**config.mk**
```make
export PLATFORM = sky130hd
export DESIGN_NAME = cv32e40p_fault_monitor
export DESIGN_NICKNAME = d
export VERILOG_FILES = /design/src/rtl/cv32e40p_fault_pkg.sv /design/src/rtl/cv32e40p_fault_fifo.sv /design/src/rtl/cv32e40p_fault_monitor.sv
export SDC_FILE = /design/constraint.sdc
export NUM_CORES = 1
export LEC_CHECK = 0
export ABC_AREA = 0
export CORE_MARGIN = 5
export CORE_UTILIZATION = 30
export CTS_CLUSTER_SIZE = 24
export DETAILED_ROUTE_END_ITERATION = 8
export DONT_BUFFER_PORTS = 1
export HOLD_SLACK_MARGIN = 0.05
export PLACE_DENSITY_LB_ADDON = 0.08
export SLEW_MARGIN = 20
export SYNTH_ARGS = -nofsm -noshare
export SYNTH_HDL_FRONTEND = slang
export SYNTH_SLANG_ARGS = --single-unit
export TNS_END_PERCENT = 30
```
**constraint.sdc**
```tcl
create_clock -name clk_i -period 3.1 [get_ports clk_i]
set_input_delay 0.155 -clock clk_i [delete_from_list [all_inputs] [get_ports clk_i]]
set_output_delay 0.155 -clock clk_i [all_outputs]
set_load 0.02 [all_outputs]
```
**src/rtl/cv32e40p_fault_pkg.sv**
```systemverilog
`default_nettype none
// ============================================================================
// Module      : cv32e40p_fault_pkg
// Description : Shared definitions for the fault monitor: group indices,
//               group count and the event-FIFO entry layout.
//               The entry carries a timestamp field only when
//               CV32E40P_FAULT_TIMESTAMP_EN is defined.
// Revision    : 1.0 - initial release
// ============================================================================
package cv32e40p_fault_pkg;

  localparam int unsigned FLT_GRP_MEM  = 0;
  localparam int unsigned FLT_GRP_ECC  = 1;
  localparam int unsigned FLT_GRP_TMR  = 2;
  localparam int unsigned FLT_GRP_LS   = 3;
  localparam int unsigned FLT_GRP_ID   = 4;
  localparam int unsigned FLT_GRP_DIV  = 5;
  localparam int unsigned FLT_NUM_GRP  = 6;
  localparam int unsigned FLT_TS_WIDTH = 16;

`ifdef CV32E40P_FAULT_TIMESTAMP_EN
  typedef struct packed {
    logic [FLT_NUM_GRP-1:0]  mask;
    logic [FLT_TS_WIDTH-1:0] tstamp;
  } flt_entry_t;
`else
  typedef struct packed {
    logic [FLT_NUM_GRP-1:0] mask;
  } flt_entry_t;
`endif

endpackage
`default_nettype wire

```
**src/rtl/cv32e40p_fault_fifo.sv**
```systemverilog
`default_nettype none
// ============================================================================
// Module      : cv32e40p_fault_fifo
// Description : Event FIFO for the fault monitor. No write-to-read bypass:
//               an entry pushed into an empty FIFO is visible next cycle.
//               flush_i empties the FIFO; a same-cycle push is kept as the
//               sole entry.
// Ports       : clk_i, rst_ni      clock / async active-low reset
//               flush_i            synchronous flush
//               push_i, data_i     write side (no backpressure; drops when full)
//               ready_i, valid_o,  read handshake, data_o is head entry
//               data_o
//               drop_o             push discarded this cycle (full, no pop)
// Revision    : 1.0 - initial release
// ============================================================================
module cv32e40p_fault_fifo
  import cv32e40p_fault_pkg::*;
#(
  parameter int unsigned DEPTH = 4
) (
  input  logic       clk_i,
  input  logic       rst_ni,
  input  logic       flush_i,
  input  logic       push_i,
  input  flt_entry_t data_i,
  input  logic       ready_i,
  output logic       valid_o,
  output flt_entry_t data_o,
  output logic       drop_o
);

  localparam int unsigned AW = $clog2(DEPTH);

  flt_entry_t    mem_q [DEPTH];
  logic [AW:0]   wptr_q, wptr_d;
  logic [AW:0]   rptr_q, rptr_d;
  logic [AW-1:0] waddr;
  logic          we;
  logic          pop;
  logic          full;

  // Extra MSB distinguishes full from empty when the index bits match.
  assign full    = (wptr_q[AW] != rptr_q[AW]) && (wptr_q[AW-1:0] == rptr_q[AW-1:0]);
  assign valid_o = (wptr_q != rptr_q);
  assign pop     = valid_o && ready_i;
  // Gated so the head reads as zero while empty and during reset.
  assign data_o  = valid_o ? mem_q[rptr_q[AW-1:0]] : '0;

  always_comb begin
    rptr_d = rptr_q;
    wptr_d = wptr_q;
    waddr  = wptr_q[AW-1:0];
    we     = 1'b0;
    drop_o = 1'b0;
    if (flush_i) begin
      // Flush wins over any pop; a concurrent push lands in slot 0.
      rptr_d = '0;
      waddr  = '0;
      we     = push_i;
      wptr_d = {{AW{1'b0}}, push_i};
    end else begin
      // A pop in the same cycle frees the slot the push would overwrite.
      we     = push_i && (!full || pop);
      drop_o = push_i && full && !pop;
      rptr_d = rptr_q + {{AW{1'b0}}, pop};
      wptr_d = wptr_q + {{AW{1'b0}}, we};
    end
  end

  always_ff @(posedge clk_i or negedge rst_ni) begin
    if (!rst_ni) begin
      wptr_q <= '0;
      rptr_q <= '0;
    end else begin
      wptr_q <= wptr_d;
      rptr_q <= rptr_d;
    end
  end

  always_ff @(posedge clk_i) begin
    if (we) begin
      mem_q[waddr] <= data_i;
    end
  end

endmodule
`default_nettype wire

```
**src/rtl/cv32e40p_fault_monitor.sv**
```systemverilog
`default_nettype none
// ============================================================================
// Module      : cv32e40p_fault_monitor
// Description : Collects fault flags from six core groups, detects rising
//               edges of group activity, and records them as sticky status,
//               saturating per-group counters, a level interrupt and an
//               event FIFO of {group mask, timestamp}.
// Config      : define CV32E40P_FAULT_TIMESTAMP_EN to add a 16-bit wrapping
//               cycle counter stored with each entry; otherwise evt_time_o
//               is tied to zero.
// Ports       : clk_i/rst_ni        clock, async active-low reset
//               *_err_i/*_error_i   group fault flags, div_out_*_i replicas
//               irq_mask_i          per-group irq enable
//               clear_i             sync clear of status/counters/FIFO
//               sticky_o/overflow_o status; irq_o level interrupt
//               evt_*               FIFO head and pop handshake
//               cnt_o               per-group counters, CNT_WIDTH each
// Revision    : 1.0 - initial release
// ============================================================================
module cv32e40p_fault_monitor
  import cv32e40p_fault_pkg::*;
#(
  parameter int unsigned FIFO_DEPTH = 4,
  parameter int unsigned CNT_WIDTH  = 16
) (
  input  logic                             clk_i,
  input  logic                             rst_ni,
  input  logic [14:0]                      mem_err_i,
  input  logic [2:0]                       ecc_err_i,
  input  logic [8:0]                       tmr_mult_err_i,
  input  logic [4:0]                       l_s_error_i,
  input  logic [11:0]                      id_st_error_i,
  input  logic [32:0]                      div_out_0_i,
  input  logic [32:0]                      div_out_1_i,
  input  logic [32:0]                      div_out_2_i,
  input  logic [FLT_NUM_GRP-1:0]           irq_mask_i,
  input  logic                             clear_i,
  output logic [FLT_NUM_GRP-1:0]           sticky_o,
  output logic                             overflow_o,
  output logic                             irq_o,
  output logic                             evt_valid_o,
  input  logic                             evt_ready_i,
  output logic [FLT_NUM_GRP-1:0]           evt_mask_o,
  output logic [FLT_TS_WIDTH-1:0]          evt_time_o,
  output logic [FLT_NUM_GRP*CNT_WIDTH-1:0] cnt_o
);

  logic [FLT_NUM_GRP-1:0] grp_act;
  logic [FLT_NUM_GRP-1:0] grp_evt;
  logic [FLT_NUM_GRP-1:0] act_q;
  logic [FLT_NUM_GRP-1:0] sticky_q, sticky_d;
  logic                   overflow_q, overflow_d;
  logic                   irq_q, irq_d;
  logic                   fifo_drop;
  flt_entry_t             push_entry;
  flt_entry_t             head_entry;

  always_comb begin
    grp_act              = '0;
    grp_act[FLT_GRP_MEM] = |mem_err_i;
    grp_act[FLT_GRP_ECC] = |ecc_err_i;
    grp_act[FLT_GRP_TMR] = |tmr_mult_err_i;
    grp_act[FLT_GRP_LS]  = |l_s_error_i;
    grp_act[FLT_GRP_ID]  = |id_st_error_i;
    // Divider fault is replica disagreement, not a flag vector.
    grp_act[FLT_GRP_DIV] = (div_out_0_i != div_out_1_i) || (div_out_1_i != div_out_2_i);
  end

  // act_q resets to zero, so a group already active when reset releases
  // still produces an event on the first cycle.
  assign grp_evt = grp_act & ~act_q;

`ifdef CV32E40P_FAULT_TIMESTAMP_EN
  logic [FLT_TS_WIDTH-1:0] ts_q;

  always_ff @(posedge clk_i or negedge rst_ni) begin
    if (!rst_ni) begin
      ts_q <= '0;
    end else begin
      ts_q <= ts_q + FLT_TS_WIDTH'(1);
    end
  end
`endif

  always_comb begin
    push_entry      = '0;
    push_entry.mask = grp_evt;
`ifdef CV32E40P_FAULT_TIMESTAMP_EN
    push_entry.tstamp = ts_q;
`endif
  end

  // Clear zeroes state first, then the same-cycle event is applied on top.
  always_comb begin
    sticky_d   = clear_i ? grp_evt : (sticky_q | grp_evt);
    overflow_d = clear_i ? 1'b0 : (overflow_q | fifo_drop);
    // Registered from the next sticky value so irq_o tracks sticky_o
    // in the same cycle while remaining a flop output.
    irq_d      = |(sticky_d & irq_mask_i);
  end

  always_ff @(posedge clk_i or negedge rst_ni) begin
    if (!rst_ni) begin
      act_q      <= '0;
      sticky_q   <= '0;
      overflow_q <= 1'b0;
      irq_q      <= 1'b0;
    end else begin
      act_q      <= grp_act;
      sticky_q   <= sticky_d;
      overflow_q <= overflow_d;
      irq_q      <= irq_d;
    end
  end

  for (genvar g = 0; g < FLT_NUM_GRP; g++) begin : g_cnt
    logic [CNT_WIDTH-1:0] cnt_q, cnt_d;

    always_comb begin
      cnt_d = cnt_q;
      if (clear_i) begin
        cnt_d = grp_evt[g] ? CNT_WIDTH'(1) : '0;
      end else if (grp_evt[g] && (cnt_q != '1)) begin
        cnt_d = cnt_q + CNT_WIDTH'(1);
      end
    end

    always_ff @(posedge clk_i or negedge rst_ni) begin
      if (!rst_ni) begin
        cnt_q <= '0;
      end else begin
        cnt_q <= cnt_d;
      end
    end

    assign cnt_o[g*CNT_WIDTH +: CNT_WIDTH] = cnt_q;
  end

  cv32e40p_fault_fifo #(
    .DEPTH (FIFO_DEPTH)
  ) u_fifo (
    .clk_i   (clk_i),
    .rst_ni  (rst_ni),
    .flush_i (clear_i),
    .push_i  (|grp_evt),
    .data_i  (push_entry),
    .ready_i (evt_ready_i),
    .valid_o (evt_valid_o),
    .data_o  (head_entry),
    .drop_o  (fifo_drop)
  );

  assign sticky_o   = sticky_q;
  assign overflow_o = overflow_q;
  assign irq_o      = irq_q;
  assign evt_mask_o = head_entry.mask;
`ifdef CV32E40P_FAULT_TIMESTAMP_EN
  assign evt_time_o = head_entry.tstamp;
`else
  assign evt_time_o = '0;
`endif

endmodule
`default_nettype wire

```
==> Yosys cells after proc, flatten, opt, wreduce, memory -nomap -nowiden <==
Memory sizes are Yosys's and may differ from the RTL's.
Index checks and enable logic that the tools add are counted.
{ "op_classes": {"addsub": 8, "eq_ne": 11, "mux": 28, "bitwise_logic": 5, "reduce_logical": 28} }
{ "ops": {"columns": ["operator", "count"], "rows": [
  ["two-way mux 16 bit", 12],
  ["adder 16 x 1 -> 16 bit (second input constant)", 6],
  ["!= test 16 bit (second input constant)", 6],
  ["!= test 33 bit", 2],
  ["OR reduction 15 bit", 1],
  ["bitwise AND 6 bit", 2],
  ["two-way mux 6 bit", 2],
  ["nonzero test 2 bit", 6],
  ["OR reduction 12 bit", 1],
  ["OR reduction 6 bit", 2],
  ["logical AND 1 bit", 11],
  ["two-way mux 1 bit", 11],
  ["OR reduction 9 bit", 1],
  ["adder 3 x 1 -> 3 bit", 2],
  ["two-way mux 3 bit", 2],
  ["inverter 6 bit", 1],
  ["bitwise OR 6 bit", 1],
  ["OR reduction 5 bit", 1],
  ["!= test 3 bit", 1],
  ["OR reduction 3 bit", 1],
  ["equality test 2 bit", 1],
  ["logical NOT 1 bit", 2],
  ["logical OR 1 bit", 2],
  ["two-way mux 2 bit", 1],
  ["2 further kinds", 2]
]} }
{ "word_totals": {"register_bits": 116, "ram_bits": 24, "wordCells": 93, "mem_count": 1} }
{ "mem_list": {"columns": ["name", "words", "word_bits", "read_ports", "rd_clocked_by_memory_dff", "write_ports", "line", "source"], "rows": [
  ["u_fifo.mem_q", 4, 6, 1, 0, 1, "cv32e40p_fault_fifo.sv:34", "flt_entry_t mem_q [DEPTH];"]
]} }

==> Longest topological paths before layout <==
Gate-level depths: netlist (run 1).
{ "logic_depth": {"depth_word": 9, "depth_mapped": 12} }

==> By module <==
A second synthesis (run 1) with hierarchy kept.
{ "unflattened": {"cells_unflattened": 752, "hier_area_um2": 7599.8} }
{ "modules_own_cells": {"columns": ["mod", "n_inst", "cells_each", "area_each_um2", "seq_area_each_um2"], "rows": [
  ["cv32e40p_fault_monitor", 1, 676, 6269.8, 2752.6],
  ["cv32e40p_fault_fifo", 1, 76, 1330.0, 870.8]
]} }

==> Worst setup path before layout (run 1) <==
OpenSTA, ideal clock, no wires.
{ "synth_timing": {"kind": "in2reg", "from": "input port div_out_0_i[6]", "to": "register u_fifo.wptr_q[1]", "setup_time_ns": 0.131, "arrival_time_ns": 2.422, "required_ns": 2.969, "setup_slack_ns": 0.547, "cell_stages": 11, "cell_sequence": "or3_1 > a221o_1 > nor4_1 > nand2_1 > nor4_4 > buf_6 > o21ba_2 > nor2_1 > ha_1 > ha_1 > nor2b_1"} }
{ "synth_via": {"elab_chain_len": 7} }
{ "synth_lines": {"columns": ["element", "line", "source"], "rows": [
  ["from (decl)", "cv32e40p_fault_monitor.sv:33", "input logic [32:0] div_out_0_i,"],
  ["!= test 33 bit", "cv32e40p_fault_monitor.sv:66", "grp_act[FLT_GRP_DIV] = (div_out_0_i != div_out_1_i) || (div_out_1_i != div_out_2_i);"],
  ["logical OR 1 bit", "cv32e40p_fault_monitor.sv:66", null],
  ["bitwise AND 6 bit", "cv32e40p_fault_monitor.sv:71", "assign grp_evt = grp_act & ~act_q;"],
  ["OR reduction 6 bit", "cv32e40p_fault_monitor.sv:145", ".push_i (|grp_evt),"],
  ["logical AND 1 bit", "cv32e40p_fault_fifo.sv:63", "we = push_i && (!full || pop);"],
  ["adder 3 x 1 -> 3 bit", "cv32e40p_fault_fifo.sv:66", "wptr_d = wptr_q + {{AW{1'b0}}, we};"],
  ["two-way mux 3 bit", "cv32e40p_fault_fifo.sv:55", "if (flush_i) begin"],
  ["named net u_fifo.wptr_d[1]", "cv32e40p_fault_fifo.sv:35", "logic [AW:0] wptr_q, wptr_d;"],
  ["to (signal assigned)", "cv32e40p_fault_fifo.sv:75", "wptr_q <= wptr_d;"],
  ["to (decl)", "cv32e40p_fault_fifo.sv:35", null]
]} }
The timed path passes the listed nets, and every way through them passes these cells.
A chain may end at the register's enable or synchronous reset.

==> Worst setup path after layout (run 1) <==
{ "layout_timing": {"from": "register g_cnt[3].cnt_q[7]", "to": "register g_cnt[3].cnt_q[13]"} }
{ "layout_via": {"elab_chain_len": 3, "elab_cells_between_ends": 6} }
{ "layout_lines": {"columns": ["element", "line", "source"], "rows": [
  ["from (decl)", "cv32e40p_fault_monitor.sv:117", "logic [CNT_WIDTH-1:0] cnt_q, cnt_d;"],
  ["from (signal assigned)", "cv32e40p_fault_monitor.sv:132", "cnt_q <= cnt_d;"],
  ["adder 16 x 1 -> 16 bit or != test 16 bit (tied branches)", "cv32e40p_fault_monitor.sv:124, cv32e40p_fault_monitor.sv:123", null],
  ["two-way mux 16 bit or logical AND 1 bit (tied branches)", "cv32e40p_fault_monitor.sv:123", "end else if (grp_evt[g] && (cnt_q != '1)) begin"],
  ["two-way mux 16 bit or nonzero test 2 bit (tied branches)", null, null]
]} }
Parallel ways exist; a longest one is shown, timed or not. The select of a mux whose other input is x is not followed.

==> results of run 1 <==
-- repair_timing --
| item | CTS | global route |
|---|---|---|
| hold endpoints to repair | 221 | 0 |
| resized for setup | 0 | 0 |
| hold buffers | 19 | 0 |
-- layer usage --
metal	up-vias	track usage, %	share of wire (%)	wire [µm]
li1	2730	-	-	-
met2	186	24.1	50	10500
met5	-	0	0	0
met4	0	3.75	1.2	255
met1	2819	18.3	42	8900
met3	12	5.01	7.3	1550
-- through the flow --
step	instance area, µm²	power (mW)	util, %
floorplan	7680	2.22	-
global placement	7940	2.23	31.6
detailed placement	7960	2.23	31.7
CTS	8840	4.62	35.2
global route	8840	4.73	35.2
finish	8840	4.54	35.2
-- state kept, by name (all words and copies together) (netlist names) --
name / cells
g_cnt.cnt_q: 96
u_fifo.mem_q: 24
act_q: 6
sticky_o: 6
u_fifo.rptr_q: 3
u_fifo.wptr_q: 3
irq_o: 1
overflow_o: 1
-- where the power goes --
| part | internal (mW) | switching (mW) | total (mW) |
|---|---|---|---|
| clock network | 1.42 | 0.858 | 2.28 |
| registers | 1.88 | 0.0365 | 1.92 |
| logic | 0.130 | 0.215 | 0.344 |
-- worst max-delay path by stage --
stage / from / end / slack, ps
after detailed placement: g_cnt[5].cnt_q[5]$_DFFE_PN0P_ / g_cnt[5].cnt_q[10]$_DFFE_PN0P_ / 410
after global placement: act_q[0]$_DFF_PN0_ / u_fifo.mem_q[1][4]$_DFFE_PP_ / 330
after global routing: g_cnt[5].cnt_q[5]$_DFFE_PN0P_ / g_cnt[5].cnt_q[13]$_DFFE_PN0P_ / 220
after floorplan: div_out_0_i[6] / u_fifo.wptr_q[1]$_DFF_PN0_ / 550
after CTS: g_cnt[5].cnt_q[5]$_DFFE_PN0P_ / g_cnt[5].cnt_q[10]$_DFFE_PN0P_ / 400
final: g_cnt[3].cnt_q[7]$_DFFE_PN0P_ / g_cnt[3].cnt_q[13]$_DFFE_PN0P_ / 440
-- cell families (layout without fill, tap and decap cells) --
family	count (synthesis)	after routing
other cells	1	17
buf+inv	56	76
fa+ha+maj	10	10
xor+xnor	106	106
flops	140	140
compound gates	74	74
mux	21	21
simple gates	359	359
-- layout by cell type (no fill, tap or decap), types with 4 or more instances in the layout --
| cell type | synthesis | layout |
|---|---|---|
| a21o_1 | 7 | 7 |
| a21oi_1 | 17 | 17 |
| a41oi_1 | 4 | 4 |
| and2_1 | 15 | 15 |
| and3_1 | 16 | 16 |
| and4_1 | 9 | 9 |
| buf_4 | 16 | 10 |
| bufinv_16 | 0 | 4 |
| clkbuf_16 | 0 | 18 |
| clkinv_4 | 0 | 4 |
| conb_1 | 1 | 16 |
| dfrtp_1 | 116 | 116 |
| dlygate4sd3_1 | 0 | 17 |
| edfxtp_1 | 24 | 24 |
| ha_1 | 10 | 10 |
| inv_1 | 14 | 14 |
| mux2_4 | 6 | 6 |
| mux2i_1 | 7 | 7 |
| mux4_2 | 6 | 6 |
| nand2_1 | 53 | 53 |
| nand3_1 | 35 | 35 |
| nand4_1 | 23 | 23 |
| nor2_1 | 102 | 102 |
| nor2b_1 | 22 | 22 |
| nor3_1 | 23 | 22 |
| nor4_1 | 20 | 19 |
| nor4b_1 | 6 | 5 |
| o21ai_0 | 19 | 19 |
| or2_2 | 5 | 5 |
| or3_1 | 18 | 18 |
| xnor2_1 | 37 | 37 |
| xor2_1 | 69 | 69 |
-- layout make-up --
cell class | count | area, µm² | share of cell area [%]
antenna | 1 | 2.50 | 0.0283
clock buffer | 18 | 450 | 5.09
clock inverter | 13 | 204 | 2.31
inverter | 15 | 56.3 | 0.637
multi-input combinational | 586 | 3790 | 42.8
sequential | 140 | 3620 | 41.0
tap | 330 | 413 | 4.67
timing repair buffer | 30 | 305 | 3.45
==> results.yml, run 1 <==
outcome:
  status: "finished clean"
cells_and_area:
  synthToLayoutAreaGrowth_pct: 16.0
  stdcell_count: 1133
  nFillCells: 2576
  final_layout_size_suffix_gt1_share_pct: 8.98
  nets: 953
setup_path:
  crit_family: "simple AND/OR/NAND/NOR gates"
  slowest_delay_ps: 900
  required_ps: 3380
  r2r-end: "g_cnt[3].cnt_q[13]$_DFFE_PN0P_"
  path_max_fanout: 14
  timing.rr.start: "g_cnt[3].cnt_q[7]$_DFFE_PN0P_"
  setup.worst_path.end_class: "register"
  cp.depth: 7
  reg2reg_slack_ps: 440
  r2r_cells: 7
  cp_num_buf_inv: 0
  path_cells: "and4_1, and4_1, a41oi_1, nand2_1, nor2_1, xnor2_1, nor2_1"
  path_class: "reg2reg"
  crit_slowest_cell: "a41oi_1"
  crit_path_start_kind: "register"
  critPathArrivalTime_ps: 2940
worst_hold_path:
  hold_depth: 2
  hold_path_class: "in2reg"
  hp-start: "clear_i"
  min_to: "sticky_o[5]$_DFF_PN0_"
logic_synthesis:
  synthDominantCellAreaShare_pct: 38.1
  ys_types: 55
  synth_compound_area_share_pct: 6.35
  syn-cell-area_um2: 7620
  yosysMostFrequentCell: "dfrtp_1"
  synthCells: 767
  synth-seq-cells: 140
  synth.largest_area_cell: "dfrtp_1"
  yosys.area_share.simple_pct: 24.4
  yosysSeqAreaShare_pct: 47.5
  synth_top_family_by_area: "simple AND/OR/NAND/NOR gates"
  synthAdderAreaFrac_pct: 1.64
  synthMuxAreaShare_pct: 4.17
  synth_area_leaders: "dfrtp_1 (38%), edfxtp_1 (9.5%), xor2_1 (7.9%)"
  avgSynthCellArea_um2: 9.94
  synth_commonest_cells: "dfrtp_1 (116), nor2_1 (102), xor2_1 (69)"
  async_flop_share_pct: 82.9
  synth_xor_area_share_pct: 12.2
  yosys_warnings: 0
  yosys_most_used_dff: "dfrtp_1"
  synth_edf_count: 24
sta:
  min_period_ps: 2660
  setup_viol: 0
  timing.slew.headroom_pct: 27.0
  fin_crit_sh_pct: 85.8
  worst_pin_slew_ps: 1080
  setup_tns_ps: 0
  rsz0062_at_grt: "false"
  hold_viol_final: 0
  slew_violations: 0
  fin_worst_skew_ps: 11.7
  hold_slack_ps: 78.4
  clock.fmax_ghz: 0.376
  fin_ws_ps: 439
pwr:
  p_leak_nw: 3.57
  vdd_drop_max_v: 0.000267
  power.density_nw_per_um2: 513
die:
  die_h_um: 169
  io_pins: 280
  rows: 58
  fp.dieW_um: 169
  start_util_pct: 30.4
  coreArea_um2: 25100
  die-area_um2: 28700
clocking:
  cts_buffer_depth: 2
  clk_pin_slew_ps: 70
  cts.sinks: 140
  clk-insertion-delay-late_ps: 410
  cts_tree: "yes"
  numCtsBuffers: 17
  htreeDepth: 4
  cts_setup_buffers: 0
  root_buffer: "clkbuf_16"
grt:
  grt_start_max_net_pins: 117
  grtUsageTotal_pct: 14.5
  grt_pass1_vias: 5886
  antenna_found_initial: 0
  grt_overflow_total: 0
  grt_pass1_wl_um: 33300
placement:
  dp.cells: 1082
  place_congestion: 0.789
  hpwl_um: 15400
  port_buffers: 0
  post-place-ws_ps: 414
job:
  cap_violations: 0
routing:
  via_count: 5747
  postRouteAntennaNets: 0
  viasPerCell: 5.07
  wl_per_cell_um: 18.7
  drc_errors: 0
  wirelength_um: 21200
  drtIter0Drc: 190
  first_pass_iters: 5
No activity file was read; power rests on OpenSTA's default activity.
==> run 2, diff against run 1 <==
- REMOVE_ABC_BUFFERS: unset -> 1
==> results.yml, run 2 (synthesis gave the netlist of run 1 again) <==
outcome:
  status: "finished clean"
setup_path:
  critPathArrivalTime_ps: 2910
  path_max_fanout: 14
  path_class: "reg2reg"
  crit_path_start_kind: "register"
  setup.worst_path.end_class: "register"
  required_ps: 3390
routing:
  wl_met3_um: 1720
  wl_per_cell_um: 19.2
  viasPerCell: 5.09
  first_pass_iters: 4
  drc_errors: 0
  via_count: 5778
  postRouteAntennaNets: 0
  drtIter0Drc: 324
  dr.max_layer_used: "met4"
  wirelength_um: 21800
  met2_length_um: 11300
  met1_length_um: 8610
clocking:
  cts_setup_buffers: 0
  numCtsBuffers: 17
  root_buffer: "clkbuf_16"
  cts_tree: "yes"
  cts_buffer_depth: 2
  clk_pin_slew_ps: 70
  htreeDepth: 4
  cts.repair.resized: 0
  holdBufCountCts: 20
  cts.sinks: 140
  clk-insertion-delay-late_ps: 410
sta:
  setup_tns_ps: 0
  rsz0062_at_grt: "false"
  worst_pin_slew_ps: 891
  fin_crit_sh_pct: 84.6
  setup_viol: 0
  fin_worst_skew_ps: 11.7
  hold_viol_final: 0
  timing.slew.headroom_pct: 40.3
  min_period_ps: 2620
  slew_violations: 0
  fin_ws_ps: 476
  clock.fmax_ghz: 0.381
cells_and_area:
  largest_reg_flops: 96
  nets: 956
  stdcell_count: 1136
  final_layout_size_suffix_gt1_share_pct: 8.93
  synthToLayoutAreaGrowth_pct: 15.5
  num_antenna_cells: 0
  nFillCells: 2581
  largest-register: "g_cnt.cnt_q"
  layout_commonest_cell: "dfrtp_1"
  largest_registers: "g_cnt.cnt_q x96, u_fifo.mem_q x24"
  mostFrequentLayoutCells: "dfrtp_1 (116), nor2_1 (102), xor2_1 (69), nand2_1 (53), xnor2_1 (37)"
pwr:
  pwr-share-comb_pct: 8.2
  p_leak_nw: 3.56
  p_sw_mw: 1.09
  clkPwrFrac_pct: 47.8
  power.density_nw_per_um2: 496
  p_int_mw: 3.28
  power_frac_seq_pct: 44.0
  vdd_drop_max_v: 0.000283
  swShare_pct: 25.0
grt:
  grt_pass1_wl_um: 33600
  grtUsageTotal_pct: 14.8
  grt_overflow_total: 0
  grt_start_max_net_pins: 117
  antenna_found_initial: 0
  grt_pass1_vias: 5983
die:
  io_pins: 280
  die_h_um: 169
  start_util_pct: 30.4
  fp.dieW_um: 169
  rows: 58
  die-area_um2: 28700
  coreArea_um2: 25100
worst_hold_path:
  hold_path_class: "in2reg"
placement:
  post-place-ws_ps: 319
  port_buffers: 0
  hpwl_um: 15800
  place_congestion: 0.830
  dp.cells: 1084
job:
  cap_violations: 0
==> run 2: cell types whose count changed in the layout (fill, tap and decap cells not counted), sizes merged, moves of 2 or more <==
cell | previous run | this run
inv | 19 | 17
bufinv | 4 | 2
buf | 13 | 15
clkinvlp | 0 | 2
clkbuf | 18 | 20
==> run 2: final timing paths <==
kind | slack, ps | end | from | depth (start not counted)
worst min-delay path | 120 | overflow_o$_DFF_PN0_ | evt_ready_i | 4
worst max-delay path | 480 | g_cnt[5].cnt_q[11]$_DFFE_PN0P_ | g_cnt[5].cnt_q[5]$_DFFE_PN0P_ | 6
worst max register to register | 480 | g_cnt[5].cnt_q[11]$_DFFE_PN0P_ | g_cnt[5].cnt_q[5]$_DFFE_PN0P_ | 6
worst min register to register | 570 | u_fifo.wptr_q[2]$_DFF_PN0_ | u_fifo.wptr_q[2]$_DFF_PN0_ | 2
max in group asynchronous | 2230 | g_cnt[5].cnt_q[3]$_DFFE_PN0P_ | rst_ni | 2
min in group asynchronous | 330 | g_cnt[4].cnt_q[5]$_DFFE_PN0P_ | rst_ni | 2
==> run 2: final cells by class <==
type,count,area (µm²),share of cell area [%]
inverters,15,56.3,0.639
multi-input cells,586,3780,42.9
flip-flops and latches,140,3620,41.1
repair buffers,33,333,3.78
clock inverters,12,135,1.53
clock buffers,20,468,5.31
well taps,330,413,4.69
==> run 2: worst max-delay path, stage by stage (launching register included) <==
cell and delay, ps:
dfrtp_1 500, and3_1 280, and4_1 310, nand4_2 190, nor2_1 730, nor4b_1 160
mux2_4 340
==> run 2: per-stage QoR <==
step / hold slack (ps) / util (%) / area (µm²) / power [mW]
global placement: -136 / 31.7 / 7960 / 2.24
detailed placement: -135 / 31.7 / 7960 / 2.25
CTS: 97.2 / 35.1 / 8800 / 4.45
finish: 124 / 35.1 / 8810 / 4.37
floorplan: -141 / - / 7450 / 2.18
global route: 145 / 35.1 / 8810 / 4.56
==> run 2: power by group through the flow <==
stage | Clock, mW | Sequential, mW | Combinational (mW)
floorplan | 0 | 1.95 | 0.229
global placement | 0 | 1.96 | 0.283
detailed placement | 0 | 1.96 | 0.289
CTS | 2.16 | 1.92 | 0.371
global route | 2.24 | 1.93 | 0.398
finish | 2.09 | 1.92 | 0.358
==> run 2: metal layers <==
layer,vias to the layer above,GRT usage (%)
met5,-,0
li1,2732,-
met3,12,4.40
met2,237,26.3
met4,0,3.82
met1,2797,17.4
